**src/rtl/pzcorebus_response_select_tracker.sv**
```systemverilog
// Response routing tracker: remembers which slave granted each non-posted command
// and presents the oldest outstanding grant as the response mux select.
module pzcorebus_response_select_tracker #(
  parameter int SLAVES = 2,
  parameter int DEPTH  = 4
) (
  input  logic              i_clk,
  input  logic              i_rst,
  input  logic              i_command_valid,
  input  logic              i_command_accept,
  input  logic              i_command_non_posted,
  input  logic [SLAVES-1:0] i_command_grant,
  output logic              o_command_ready,
  input  logic              i_sresp_valid,
  input  logic              i_mresp_accept,
  input  logic              i_sresp_last,
  output logic [SLAVES-1:0] o_response_select,
  output logic              o_response_select_valid,
  output logic              o_unexpected_response
);

  localparam int CW = $clog2(DEPTH + 1);
  localparam int PW = (DEPTH > 1) ? $clog2(DEPTH) : 1;

  logic [SLAVES-1:0] r_entry [DEPTH];
  logic [PW-1:0]     r_wptr;
  logic [PW-1:0]     r_rptr;
  logic [CW-1:0]     r_count;
  logic              r_unexpected;

  logic w_ready;
  logic w_not_empty;
  logic w_np_accept;
  logic w_push;
  logic w_pop;
  logic w_error;

  // Ready comes from the count register alone, so a pop cannot open a slot in the same cycle.
  assign w_ready     = (r_count != CW'(DEPTH));
  assign w_not_empty = (r_count != '0);
  assign w_np_accept = i_command_valid & i_command_accept & i_command_non_posted;
  assign w_push      = w_np_accept & w_ready;
  assign w_pop       = i_sresp_valid & i_mresp_accept & i_sresp_last & w_not_empty;
  assign w_error     = (i_sresp_valid & ~w_not_empty) | (w_np_accept & ~w_ready);

  always_ff @(posedge i_clk) begin
    if (w_push) begin
      r_entry[r_wptr] <= i_command_grant;
    end
  end

  always_ff @(posedge i_clk) begin
    if (i_rst) begin
      r_wptr       <= '0;
      r_rptr       <= '0;
      r_count      <= '0;
      r_unexpected <= 1'b0;
    end else begin
      if (w_push) begin
        r_wptr <= (r_wptr == PW'(DEPTH - 1)) ? '0 : r_wptr + PW'(1);
      end
      if (w_pop) begin
        r_rptr <= (r_rptr == PW'(DEPTH - 1)) ? '0 : r_rptr + PW'(1);
      end
      if (w_push && !w_pop) begin
        r_count <= r_count + CW'(1);
      end else if (w_pop && !w_push) begin
        r_count <= r_count - CW'(1);
      end
      if (w_error) begin
        r_unexpected <= 1'b1;
      end
    end
  end

  // Stale storage stays hidden while nothing is outstanding.
  assign o_response_select       = w_not_empty ? r_entry[r_rptr] : '0;
  assign o_response_select_valid = w_not_empty;
  assign o_command_ready         = w_ready;
  assign o_unexpected_response   = r_unexpected;

endmodule

```
**config.mk**
```make
export PLATFORM = sky130hd
export DESIGN_NAME = pzcorebus_response_select_tracker
export DESIGN_NICKNAME = d
export VERILOG_FILES = /design/src/rtl/pzcorebus_response_select_tracker.sv
export SDC_FILE = /design/constraint.sdc
export NUM_CORES = 1
export LEC_CHECK = 0
export CAP_MARGIN = 20
export CORE_MARGIN = 3
export CORE_UTILIZATION = 52
export CTS_BUF_LIST = sky130_fd_sc_hd__clkbuf_4 sky130_fd_sc_hd__clkbuf_8
export DETAILED_ROUTE_END_ITERATION = 12
export PLACE_DENSITY = 0.79
export SLEW_MARGIN = 20
export SYNTH_ARGS = -nofsm -noshare
export SYNTH_HDL_FRONTEND = slang
export SYNTH_SLANG_ARGS = --single-unit
export TNS_END_PERCENT = 20
```
**constraint.sdc**
```tcl
create_clock -name i_clk -period 2.9 [get_ports i_clk]
set_input_delay 0.29 -clock i_clk [delete_from_list [all_inputs] [get_ports i_clk]]
set_output_delay 0.29 -clock i_clk [all_outputs]
set_load 0.005 [all_outputs]
```
Word-level counts from Yosys, hierarchy flattened

Memory sizes are Yosys's and may differ from the RTL's. A register that Yosys moved wholly into a read port is not among the register bits.
Cells that the tools add are included.
W data, S select, Z words.

Bits in registers: 8
Latch bits: 0
Bits in writable memories: 8
Bits in read-only memories: 0
Input port bits: 10
Logic and storage cells: 38
Memories kept: 1

$add $sub $neg: 4
Multiply operators: 0
Divide/modulo/power cells: 0
Magnitude comparators: 0
Equal/unequal tests: 3
Shifts and indexed selects: 0
Multiplexer cells: 9
Bitwise gates (word level): 11
Reductions and logical operators: 6

Memory list:

| name    | words | width | read ports | clocked after Yosys merged registers in | wr ports | RTL line | RTL |
|---|---|---|---|---|---|---|---|
| r_entry | 4     | 2     | 1          | 1                                       | 1        | 25       | `logic [SLAVES-1:0] r_entry [DEPTH];` |

Operator list:

| operator              | number |
|---|---|
| $mux W2               | 5 |
| $and A1 B1 Y1         | 8 |
| $mux W3               | 2 |
| $add A2 B1 Y2 const B | 2 |
| $eq A2 B2 Y1 const B  | 2 |
| $add A3 B1 Y3 const B | 1 |
| $ne A3 B3 Y1 const B  | 1 |
| $reduce_bool A3 Y1    | 1 |
| $sub A3 B1 Y3 const B | 1 |
| $logic_and A1 B1 Y1   | 2 |
| $logic_not A1 Y1      | 2 |
| $mux W1               | 2 |
| $not A1 Y1            | 2 |
| $reduce_bool A2 Y1    | 1 |
| $or A1 B1 Y1          | 1 |

Longest topological paths before layout

Depth in word-level cells: 7
Gate-level depth with buffers: 9
Gate-level depth less buffers: 9

Worst setup path after synthesis

No wires, ideal clock.

Path type: register to register
From: register r_count[0]
To: register r_count[2]
Data arrival time: 2.167 ns
Required time: 2.830 ns
Path slack: 0.663 ns
Stages on the path, launching flop included: 10
Path buffers: 0
Cells stage by stage: dfxtp_1 -> nor3_1 -> inv_1 -> nand2b_1 -> ha_1 -> inv_1 -> fa_1 -> xor2_1 -> or3_2 -> a21oi_1

Cells in the longest elaborated chain, start to end: 5
Elaborated cells between the ends (all ways): 13
Classes of those cells: 2 x add/sub; 1 x eq/ne; 2 x mux; 2 x bitwise; 6 x reduce/logical

RTL lines:

| what                                          | RTL line | RTL |
|---|---|---|
| start: declaration                            | 28       | `logic [CW-1:0] r_count;` |
| start signal: assignment                      | 66       | `r_count <= r_count + CW'(1);` |
| start signal: assignment                      | 68       | `r_count <= r_count - CW'(1);` |
| $reduce_bool A3 Y1 *                          | 40       | `assign w_not_empty = (r_count != '0);` |
| named net o_response_select_valid             | 18       | `output logic o_response_select_valid,` |
| $and A1 B1 Y1 *                               | 43       | `assign w_pop = i_sresp_valid & i_mresp_accept & i_sresp_last & w_not_empty;` |
| $logic_not A1 Y1                              | 65       | `if (w_push && !w_pop) begin` |
| $logic_and A1 B1 Y1                           | 65       |  |
| $mux W3 or $reduce_bool A2 Y1 (tied branches) | --       |  |

Mark *: on every way through the listed nets, which the timed path passes. The rest lies on a longest branch. The select of a mux whose other input is x is not followed.
A chain may end at the register's enable or synchronous reset.

Worst setup path in the final report

From: register r_count[0]
To: register r_count[2]

Cells in the longest elaborated chain, start to end: 5
Elaborated cells between the ends (all ways): 13
Classes of those cells: 2 x add/sub; 1 x eq/ne; 2 x mux; 2 x bitwise; 6 x reduce/logical

RTL lines:

| what |
|---|
| parallel branches: the longest is 5 deep, another holds $sub A3 B1 Y3 |

Several ways; the timed one is not identified. The select of a mux whose other input is x is not followed.

==> results.md <==
Timing:
- In this run the tightest slew margin relative to its limit is roughly 69%.
- Across the routed clock network, the largest skew measured is 0.00154 ns.
- The final count of negative-setup-slack endpoints is 0.
- At the pin with the least slew margin, the transition time is 0.461 ns.
- The count of final max-slew check failures is 0.
- Setup repair after global routing left no endpoint under its margin.
- The worst hold slack after final layout is 0.506 ns.
- The portion of the clock cycle consumed by the worst path in the final layout is 77.7%.
- The number of hold violations in the final report was 0.
- Subtracting the final worst setup slack from the clock period gives 2.25 ns.
- The total negative slack for setup checks is 0 ns.
- The maximum clock rate is 444 MHz.

Yosys:
- The post-synthesis cell type with the largest combined area is edfxtp_1.
- The cell count after synthesis came out at 69.
- Counting distinct cell types in the post-synthesis netlist gives 24.
- The synthesized netlist occupies a cell area of 822 µm².
- The fraction of post-synthesis cell area in the top cell type by area is around 29%.
- The yosys synthesis warning count is 0.
- The share of the Yosys chip area taken by registers is 53.6%.
- Yosys attributes the largest share of cell area to edfxtp_1, dfxtp_1, ha_1.
- Averaged over all synthesized cells, the footprint is 11.9 µm².
- Counting flops and latches in the post-synthesis netlist gives 18.
- Counting every net in the synthesized netlist gives 86.

Place:
- The post-placement cell count is 97.
- The number of port buffers is 14.
- The final RePlAce weighted congestion is roughly 0.74.
- The HPWL after detailed placement is 1.09 mm.

Floorplan:
- The number of top-level pins is 15.
- The initial utilization of the core area, before any placement, comes to 59.5%.
- The floorplan has 13 rows.
- The floorplan step defined a core boundary enclosing 1380 µm².
- The die area is ~2100 µm².
- The height of the die is between 40 and 50 µm.
- The die boundary width is 45.8 µm.

Clock tree:
- After clock tree synthesis, the clock-pin slew on the worst setup and hold paths is 0.09 ns.
- The number of buffers created by CTS is 3.
- The CTS tree is yes.
- For the worst-skew pair, the clock arrives at the later sink with an insertion delay of 0.28 ns.
- CTS built an H-tree with a depth of 1.
- After clock tree synthesis, the setup repair step added 0 buffers.
- The clock passes through at most 2 buffers.
- The post-cts repair resize count is 0.
- In this run the clock root is driven by a clkbuf_4.
- The clock net in this run drives a total of 18 sinks.
- After clock tree synthesis, the flow added hold-fix buffers numbering 0.

Final layout:
- The total area of multi-input combinational cells is 355 µm².
- The repair_antennas step left the layout with diodes totalling 0.
- The register cell area after layout is approximately 440 µm².
- The share of layout cells above drive strength 1 is 14.1%.
- For this run, the share of the core covered by cells in the final layout is 72.6%.
- The fill cell total of the finished layout is 99.
- Leaving out filler cells and counting taps, the final layout contains 100.
- The area growth from synthesis to layout is 22.1%.
- The final net count is 104.

Routing:
- The DRC violations left is 0.
- Detailed routing inserted a total of ~560 vias.
- The number of optimization iterations in the first detailed-route pass is 4.
- The routed length per placed instance is 13.8 µm.
- After detailed routing, the total wire length is 1.38 mm.
- For this block, the initial DRC count from the detailed router was 7.
- The average vias per placed instance is 5.62.
- The count of antenna-violating nets left after detailed routing is 0.

Pwr:
- The peak supply drop is just over 0.0004 V.
- The total power consumption of the routed design is 496 µW.
- For this design the ratio of total power to cell area is 494 nW/µm².
- In this run the static leakage power is 0.000391 µW.

Hold path:
- The worst hold path terminates at o_unexpected_response.
- The worst min-delay path startpoint is o_unexpected_response.
- In this run the worst hold path is classified as reg2reg.
- The number of stages on the worst hold path is 2.

GRT:
- For this run the aggregate overflow at the end of global routing stands at 0.
- The via count of the first global-routing pass was 548.
- The initial antenna violation count is 0.
- Across every metal layer, demand over resource in global routing totals 15.7%.
- The first global-routing pass estimated 2.28 mm of wire.
- Entering global routing, the biggest net connects 10 pins.

Setup path:
- The startpoint of the worst register-to-register path is r_count[0].
- The data arrival time of the worst path is approximately 2.5 ns.
- The end of the worst register-to-register path is r_count[2].
- The setup slack of the worst register-to-register path is 0.65 ns.
- The worst setup path is captured at a register.
- The depth of the most critical reg-to-reg path is 9.
- The endpoint required time on the critical path is between 3 and 4 ns.
- The startpoint class of the critical path is a register.
- The setup path with the least slack is of type reg2reg.
- Of all nets on the critical path, the largest fanout is 4.

Flow run:
- The number of max-cap violations is 0.

Run status:
- The flow ran to the end, and the final reports show no timing, DRC or antenna violations.
[final cells by class]
type | instances | share of cell area [%]
clock buffers | 3 | 2.24
inverters | 5 | 1.87
well taps | 15 | 1.87
flip-flops and latches | 18 | 43.9
multi-input cells | 44 | 35.4
repair buffers | 15 | 14.7
[power breakdown]
part / switching [µW] / internal, µW / leakage (µW)
Clock: 70.9 / 48.2 / 0.0000138
Sequential: 8.68 / 275 / 0.000154
Combinational: 40.0 / 53.4 / 0.000223
Total: 120 / 376 / 0.000391
[worst max-delay path, stage by stage, from the launching register on]
cell and delay (ns):
dfxtp_1 0.37, nor3_1 0.26, inv_1 0.13, nand2b_1 0.12, ha_1 0.18, inv_1 0.06
fa_1 0.37, xor2_1 0.16, or3_2 0.41, a21oi_1 0.15
[through the flow]
step | setup WS (ns) | instance area, µm²
finish | 0.645 | 1000
global route | 0.465 | 1000
CTS | 0.649 | 1000
detailed placement | 0.463 | 981
global placement | 0.522 | 981
floorplan | 0.663 | 822
[synthesized netlist by cell type]
| cell type | number |
|---|---|
| nor3_1 | 2 |
| mux4_2 | 2 |
| o21ai_0 | 4 |
| or3b_2 | 1 |
| nand2b_1 | 1 |
| nor2_1 | 4 |
| and3_1 | 1 |
| a21oi_1 | 4 |
| and2_1 | 2 |
| dfxtp_1 | 10 |
| or3_2 | 1 |
| ha_1 | 6 |
| clkbuf_1 | 2 |
| a221oi_1 | 1 |
| nor3b_1 | 1 |
| xor2_1 | 2 |
| edfxtp_1 | 8 |
| and3_2 | 4 |
| inv_1 | 5 |
| mux2i_1 | 1 |
| or4_1 | 1 |
| o31ai_1 | 1 |
| fa_1 | 1 |
| nand3_1 | 4 |
[layout by cell type, fill, tap and decap left out, drive strengths merged, types with 3 or more instances in the layout]
master / Yosys / final
clkbuf: 2 / 3
o21ai: 4 / 4
inv: 5 / 5
edfxtp: 8 / 8
a21oi: 4 / 4
ha: 6 / 6
and3: 5 / 5
nand3: 4 / 4
clkdlybuf4s50: 0 / 14
nor2: 4 / 4
dfxtp: 10 / 10
[cell families after synthesis]
kind of cell | count (synthesis) | share of synthesized area, %
adder cells (fa/ha/maj) | 7 | 11.6
XOR/XNOR | 2 | 2.13
multiplexers | 3 | 6.70
flip-flops | 18 | 53.6
AO/OA/AOI/OAI | 10 | 6.85
AND/OR/NAND/NOR | 22 | 16.0
buffers and inverters | 7 | 3.20
[layer usage]
layer	routed length (µm)	up-vias	global-route usage, %
met4	12	0	5.68
met5	0	-	0
met3	61	2	6.32
li1	-	282	-
met2	685	13	25.9
met1	617	265	18.2
[how the worst max path moves through the flow]
stage / from / to / slack (ns)
after global routing: r_count[0] / r_count[2] / 0.47
after CTS: r_count[0] / r_count[2] / 0.65
after floorplan: r_count[0] / r_count[2] / 0.66
after global placement: i_command_valid / r_count[2] / 0.52
final: r_count[0] / r_count[2] / 0.65
after detailed placement: i_command_valid / r_count[2] / 0.46
(Power assumes the default switching activity.)
